File: src/rtl/alu_issue_stage_pkg.sv
// Shared types for the ALU issue stage: bus and select types, op classes, funct codes.
package alu_issue_stage_pkg;

    localparam int unsigned BUS_W             = 32;
    localparam int unsigned DEFAULT_REG_IDX_W = 5;

    typedef logic [BUS_W-1:0] bus_type;

    typedef enum logic [2:0] {
        ALU_ADD  = 3'd0,
        ALU_SUB  = 3'd1,
        ALU_AND  = 3'd2,
        ALU_OR   = 3'd3,
        ALU_NOR  = 3'd4,
        ALU_SLT  = 3'd5,
        ALU_SLTU = 3'd6
    } alu_oper_type;

    typedef enum logic [2:0] {
        CLASS_MEM    = 3'd0,
        CLASS_BRANCH = 3'd1,
        CLASS_RTYPE  = 3'd2,
        CLASS_ANDI   = 3'd3,
        CLASS_ORI    = 3'd4,
        CLASS_SLTI   = 3'd5,
        CLASS_SLTIU  = 3'd6
    } alu_class_type;

    localparam logic [5:0] FUNCT_ADD  = 6'h20;
    localparam logic [5:0] FUNCT_ADDU = 6'h21;
    localparam logic [5:0] FUNCT_SUB  = 6'h22;
    localparam logic [5:0] FUNCT_SUBU = 6'h23;
    localparam logic [5:0] FUNCT_AND  = 6'h24;
    localparam logic [5:0] FUNCT_OR   = 6'h25;
    localparam logic [5:0] FUNCT_NOR  = 6'h27;
    localparam logic [5:0] FUNCT_SLT  = 6'h2A;
    localparam logic [5:0] FUNCT_SLTU = 6'h2B;

    typedef enum logic [1:0] {
        StEmpty = 2'd0,
        StFull  = 2'd1,
        StSkid  = 2'd2
    } buf_state_type;

endpackage

File: src/rtl/alu_issue_stage_alu_control.sv
// Decodes ALU-op class and R-type funct into the arithmetic unit select.
module AluControlModule
    import alu_issue_stage_pkg::*;
(
    input  alu_class_type in_class,
    input  logic [5:0]    in_funct,
    output alu_oper_type  sel,
    output logic          illegal
);

    // Class/funct decode; unknown R-type funct issues as ADD flagged illegal.
    always_comb begin
        sel     = ALU_ADD;
        illegal = 1'b0;
        case (in_class)
            CLASS_MEM:    sel = ALU_ADD;
            CLASS_BRANCH: sel = ALU_SUB;
            CLASS_ANDI:   sel = ALU_AND;
            CLASS_ORI:    sel = ALU_OR;
            CLASS_SLTI:   sel = ALU_SLT;
            CLASS_SLTIU:  sel = ALU_SLTU;
            CLASS_RTYPE: begin
                case (in_funct)
                    FUNCT_ADD, FUNCT_ADDU: sel = ALU_ADD;
                    FUNCT_SUB, FUNCT_SUBU: sel = ALU_SUB;
                    FUNCT_AND:             sel = ALU_AND;
                    FUNCT_OR:              sel = ALU_OR;
                    FUNCT_NOR:             sel = ALU_NOR;
                    FUNCT_SLT:             sel = ALU_SLT;
                    FUNCT_SLTU:            sel = ALU_SLTU;
                    default: begin
                        sel     = ALU_ADD;
                        illegal = 1'b1;
                    end
                endcase
            end
            default: sel = ALU_ADD;
        endcase
    end

endmodule

File: src/rtl/alu_issue_stage.sv
// ALU issue stage: operand resolution with writeback forwarding, select decode,
// and a two-entry skid buffer in front of the arithmetic unit.
module alu_issue_stage
    import alu_issue_stage_pkg::*;
#(
    parameter int unsigned REG_IDX_W = DEFAULT_REG_IDX_W,
    parameter int unsigned IMM_W     = 16
) (
    input  logic                 clk,
    input  logic                 rst,
    input  logic                 flush,
    input  logic                 in_valid,
    output logic                 in_ready,
    input  alu_class_type        in_class,
    input  logic [5:0]           in_funct,
    input  logic [REG_IDX_W-1:0] in_rs_idx,
    input  logic [REG_IDX_W-1:0] in_rt_idx,
    input  logic [REG_IDX_W-1:0] in_rd_idx,
    input  bus_type              in_rs_data,
    input  bus_type              in_rt_data,
    input  logic [IMM_W-1:0]     in_imm,
    input  logic                 in_use_imm,
    input  logic                 fwd_valid,
    input  logic [REG_IDX_W-1:0] fwd_idx,
    input  bus_type              fwd_data,
    output logic                 out_valid,
    input  logic                 out_ready,
    output bus_type              out_a,
    output bus_type              out_b,
    output alu_oper_type         out_sel,
    output logic [REG_IDX_W-1:0] out_rd_idx,
    output logic                 out_illegal
);

    typedef struct packed {
        bus_type              a;
        bus_type              b;
        alu_oper_type         sel;
        logic [REG_IDX_W-1:0] rd;
        logic                 illegal;
    } entry_type;

    buf_state_type state_q, state_d;
    entry_type     main_q, main_d, skid_q, skid_d, new_entry;
    alu_oper_type  dec_sel;
    logic          dec_illegal;
    bus_type       rs_val, rt_val, imm_ext;
    logic          accept, drain;

    AluControlModule u_alu_control (
        .in_class (in_class),
        .in_funct (in_funct),
        .sel      (dec_sel),
        .illegal  (dec_illegal)
    );

    // Resolve operands from register reads, same-cycle forward and immediate.
    always_comb begin
        if (in_rs_idx == '0) begin
            rs_val = '0;
        end else if (fwd_valid && (fwd_idx == in_rs_idx)) begin
            rs_val = fwd_data;
        end else begin
            rs_val = in_rs_data;
        end
        if (in_rt_idx == '0) begin
            rt_val = '0;
        end else if (fwd_valid && (fwd_idx == in_rt_idx)) begin
            rt_val = fwd_data;
        end else begin
            rt_val = in_rt_data;
        end
        if ((in_class == CLASS_ANDI) || (in_class == CLASS_ORI)) begin
            imm_ext = {{(BUS_W-IMM_W){1'b0}}, in_imm};
        end else begin
            imm_ext = {{(BUS_W-IMM_W){in_imm[IMM_W-1]}}, in_imm};
        end
        new_entry.a       = rs_val;
        new_entry.b       = in_use_imm ? imm_ext : rt_val;
        new_entry.sel     = dec_sel;
        new_entry.rd      = in_rd_idx;
        new_entry.illegal = dec_illegal;
    end

    // Handshake decode; in_ready depends on registered state only.
    assign in_ready  = (state_q != StSkid);
    assign out_valid = (state_q != StEmpty);
    assign accept    = in_valid && in_ready && !flush;
    assign drain     = out_valid && out_ready;

    // Skid buffer next-state and entry movement; flush overrides everything.
    always_comb begin
        state_d = state_q;
        main_d  = main_q;
        skid_d  = skid_q;
        if (flush) begin
            state_d = StEmpty;
        end else begin
            case (state_q)
                StEmpty: begin
                    if (accept) begin
                        state_d = StFull;
                        main_d  = new_entry;
                    end
                end
                StFull: begin
                    if (accept && drain) begin
                        main_d = new_entry;
                    end else if (accept) begin
                        state_d = StSkid;
                        skid_d  = new_entry;
                    end else if (drain) begin
                        state_d = StEmpty;
                    end
                end
                StSkid: begin
                    if (drain) begin
                        state_d = StFull;
                        main_d  = skid_q;
                    end
                end
                default: state_d = StEmpty;
            endcase
        end
    end

    // State and entry registers.
    always_ff @(posedge clk or posedge rst) begin
        if (rst) begin
            state_q <= StEmpty;
            main_q  <= '0;
            skid_q  <= '0;
        end else begin
            state_q <= state_d;
            main_q  <= main_d;
            skid_q  <= skid_d;
        end
    end

    assign out_a       = main_q.a;
    assign out_b       = main_q.b;
    assign out_sel     = main_q.sel;
    assign out_rd_idx  = main_q.rd;
    assign out_illegal = main_q.illegal;

endmodule

File: config.mk
export PLATFORM = sky130hd
export DESIGN_NAME = alu_issue_stage
export DESIGN_NICKNAME = d
export VERILOG_FILES = /design/src/rtl/alu_issue_stage_pkg.sv /design/src/rtl/alu_issue_stage_alu_control.sv /design/src/rtl/alu_issue_stage.sv
export SDC_FILE = /design/constraint.sdc
export NUM_CORES = 1
export LEC_CHECK = 0
export BUFFER_PORTS_ARGS = -buffer_cell sky130_fd_sc_hd__buf_4
export CAP_MARGIN = 20
export CORE_MARGIN = 4
export CORE_UTILIZATION = 30
export DETAILED_ROUTE_END_ITERATION = 6
export SKIP_CTS_REPAIR_TIMING = 1
export SYNTH_ARGS = -nofsm -noshare
export SYNTH_HDL_FRONTEND = slang
export SYNTH_SLANG_ARGS = --single-unit
File: constraint.sdc
create_clock -name clk -period 6.4 [get_ports clk]
set_input_delay 1.28 -clock clk [delete_from_list [all_inputs] [get_ports clk]]
set_output_delay 1.28 -clock clk [all_outputs]
set_load 0.05 [all_outputs]
==> impl_metrics.py <==
metrics = {
    "sta": {
        "setup_tns_ns": 0,
        "slew_headroom_pct": 26.3,
        "hold_ws_ns": 0.476,
        "min_period_ns": 3.23,
        "tightest_slew_ns": 1.11,
        "slew_viol_final": 0,
        "rsz0062_at_grt": "false",
        "max_freq_mhz": 310,
        "hold_violations": 0,
        "setup_viol": 0,
        "clock_skew_ns": 0.00834,
        "fin_crit_sh_pct": 50.4,
    },
    "synth": {
        "synth_warnings": 0,
        "synth_fp_nets": 928,
        "synth_edf_count": 0,
        "ys.flop_type": "dfrtp_1",
        "synth_cell_types": 44,
        "synth-seq-area-share_pct": 50.5,
        "avgSynthCellArea_um2": 9.40,
        "synthCells": 780,
        "synth.top_cells.by_area": "dfrtp_1 51%, mux2i_1 6.6%, nand2_1 4.8%, nor2_1 4.8%, a31oi_1 4.7%",
        "synth_area_um2": 7330,
        "synthArstFlopShare_pct": 100,
        "synth.largest_area_cell": "dfrtp_1",
        "synth-seq-cells": 148,
        "synth_top_area_share_pct": 50.5,
    },
    "layout": {
        "layout.nets": 1116,
        "drive_above_1_share_pct": 30.1,
        "final_cells": 1301,
        "final_core_util_pct": 41.4,
        "layout_commonest_cell": "buf_4",
        "layout_common_cells": "233 x buf_4, 148 x dfrtp_1, 94 x nand2_1, 93 x nor2_1, 55 x a31oi_1",
        "area_delta_synth_final_pct": 34.0,
        "design_area_um2": 9820,
    },
    "setup_path": {
        "critPathKind": "in -> reg",
        "endpoint_kind": "flop",
        "cp_max_fo": 59,
        "timing.rr.start": "state_q[1]$_DFFE_PP0P_",
        "r2r.worst_path.cells": 6,
        "required_ns": 6.67,
        "arrival_ns": 3.50,
        "crit_start": "in_valid",
        "worstSetupStartpointType": "input pin",
    },
    "power": {
        "irDropWorstVdd_uv": 131,
        "p_leak_nw": 4.25,
        "power.density_nw_per_um2": 330,
    },
    "global_route": {
        "grt_overflow": 0,
        "grt_pass1_vias": 6709,
        "grt_max_degree": 61,
        "antenna_found_initial": 0,
        "grt_usage_pct": 19.8,
        "grt_pass1_wl_um": 40600,
    },
    "route": {
        "via_count": 6764,
        "routedWlPerCell_um": 20.9,
        "dr.first_iter.drc_count": 480,
        "final_antenna_net_count": 0,
        "via_per_inst": 5.20,
        "firstDrtPassIters": 5,
        "route.detailed.drc": 0,
        "drt-total-wl_um": 27100,
    },
    "run": {
        "maxCapViolations": 0,
    },
    "worst_hold_path": {
        "min_path_type": "reg -> reg",
        "worstHoldStart": "skid_q[6]$_DFFE_PP0P_",
        "whs_path_depth": 2,
    },
    "floorplan": {
        "initial_core_util_pct": 30.9,
        "die_w_um": 164,
        "core_region_area_um2": 23800,
        "placementRows": 56,
        "dieArea_um2": 27000,
        "die_y_um": 164,
        "io-pin-count": 223,
    },
    "placed_design": {
        "dp_hpwl_um": 19000,
        "placed_area_um2": 9220,
        "place_inst": 1266,
        "io_buffer_count": 222,
        "gp_congestion": 0.822,
    },
    "clocking": {
        "cts_tree": "built",
        "clk_latency_ns": 0.43,
        "root_buffer": "clkbuf_16",
        "clockBufferDepth": 2,
        "path_clk_slew_ns": 0.06,
        "cts_buffers": 17,
        "clock_sinks": 148,
        "htree_num_levels": 4,
    },
    "outcome": {
        "status": "finished, final reports clean",
    },
}
==> cells by family (layout without fill, tap and decap cells) <==
logic type / after synthesis / in the layout / synth area share (%)
mux: 48 / 48 / 6.56
simple gates: 279 / 279 / 18.4
other cells: 0 / 1 / 0
xor+xnor: 11 / 11 / 1.31
flops: 148 / 148 / 50.5
compound gates: 222 / 222 / 18.6
buf+inv: 72 / 273 / 4.57
==> cell type report <==
class | count | area, µm²
Timing Repair Buffer | 236 | 1790
Clock buffer | 19 | 453
Tap cell | 319 | 399
Antenna cell | 1 | 2.50
Clock inverter | 13 | 126
Fill cell | 2374 | 13900
Multi-Input combinational cell | 560 | 3330
Inverter | 5 | 23.8
Sequential cell | 148 | 3700
==> metal layers <==
layer  track usage, %  wire length, µm  vias to the layer above
met5                0                0                        -
met4             8.58              963                        0
met3             3.81             1490                       54
met2             30.0            12600                      241
met1             27.6            12100                     3273
li1                 -                -                     3196
==> where the power goes <==
part           internal [W]  switching (W)  total (W)
Clock              0.000561       0.000429   0.000989
Sequential          0.00116       0.000124    0.00128
Combinational      0.000332       0.000643   0.000975
Total               0.00205        0.00120    0.00324
==> synth_stat cells (2+ instances only) <==
| cell type | count |
|---|---|
| nor2_1 | 94 |
| o21ai_0 | 39 |
| xnor2_1 | 2 |
| nor3_1 | 20 |
| nand2b_1 | 3 |
| and4_1 | 32 |
| nand3_1 | 3 |
| nor3b_1 | 2 |
| buf_4 | 4 |
| clkbuf_2 | 2 |
| inv_1 | 4 |
| nor2b_1 | 5 |
| xor2_1 | 9 |
| nand2_1 | 94 |
| buf_2 | 20 |
| clkbuf_1 | 37 |
| or2_2 | 14 |
| mux2i_1 | 48 |
| a21oi_1 | 52 |
| and2_1 | 2 |
| a211oi_1 | 17 |
| a31oi_1 | 55 |
| or2_0 | 3 |
| a41oi_1 | 16 |
| dfrtp_1 | 148 |
| buf_6 | 3 |
| o22ai_1 | 34 |
| o211ai_1 | 2 |
==> state kept, by name (all words and copies together), names as in the netlist <==
signal       cells
out_a           32
out_b           32
out_illegal      1
out_rd_idx       5
out_sel          3
skid_q          73
state_q          2
==> stage by stage <==
stage	setup WS [ns]	power (W)
after floorplan	1.14	0.00191
after detailed placement	2.63	0.00227
final	3.17	0.00324
after global placement	2.69	0.00226
after global routing	3.02	0.00340
after CTS	3.12	0.00327
==> critical path, cell delays in order <==
cell     delay [ns]
buf_4          0.10
nor2b_1        0.15
and2_1         0.23
o21ba_4        0.77
buf_4          0.57
mux2i_1        0.27
a41oi_1        0.06
==> final timing paths <==
path,end,slack (ns)
max in group asynchronous,skid_q[61]$_DFFE_PP0P_,4.45
min,skid_q[6]$_DFFE_PP0P_,0.48
min reg2reg,skid_q[6]$_DFFE_PP0P_,0.48
max reg2reg,out_b[0]$_DFFE_PP0P_,3.60
min in group asynchronous,state_q[0]$_DFFE_PP0P_,0.85
max,out_b[0]$_DFFE_PP0P_,3.17
Power figures use the tool's default switching activity.
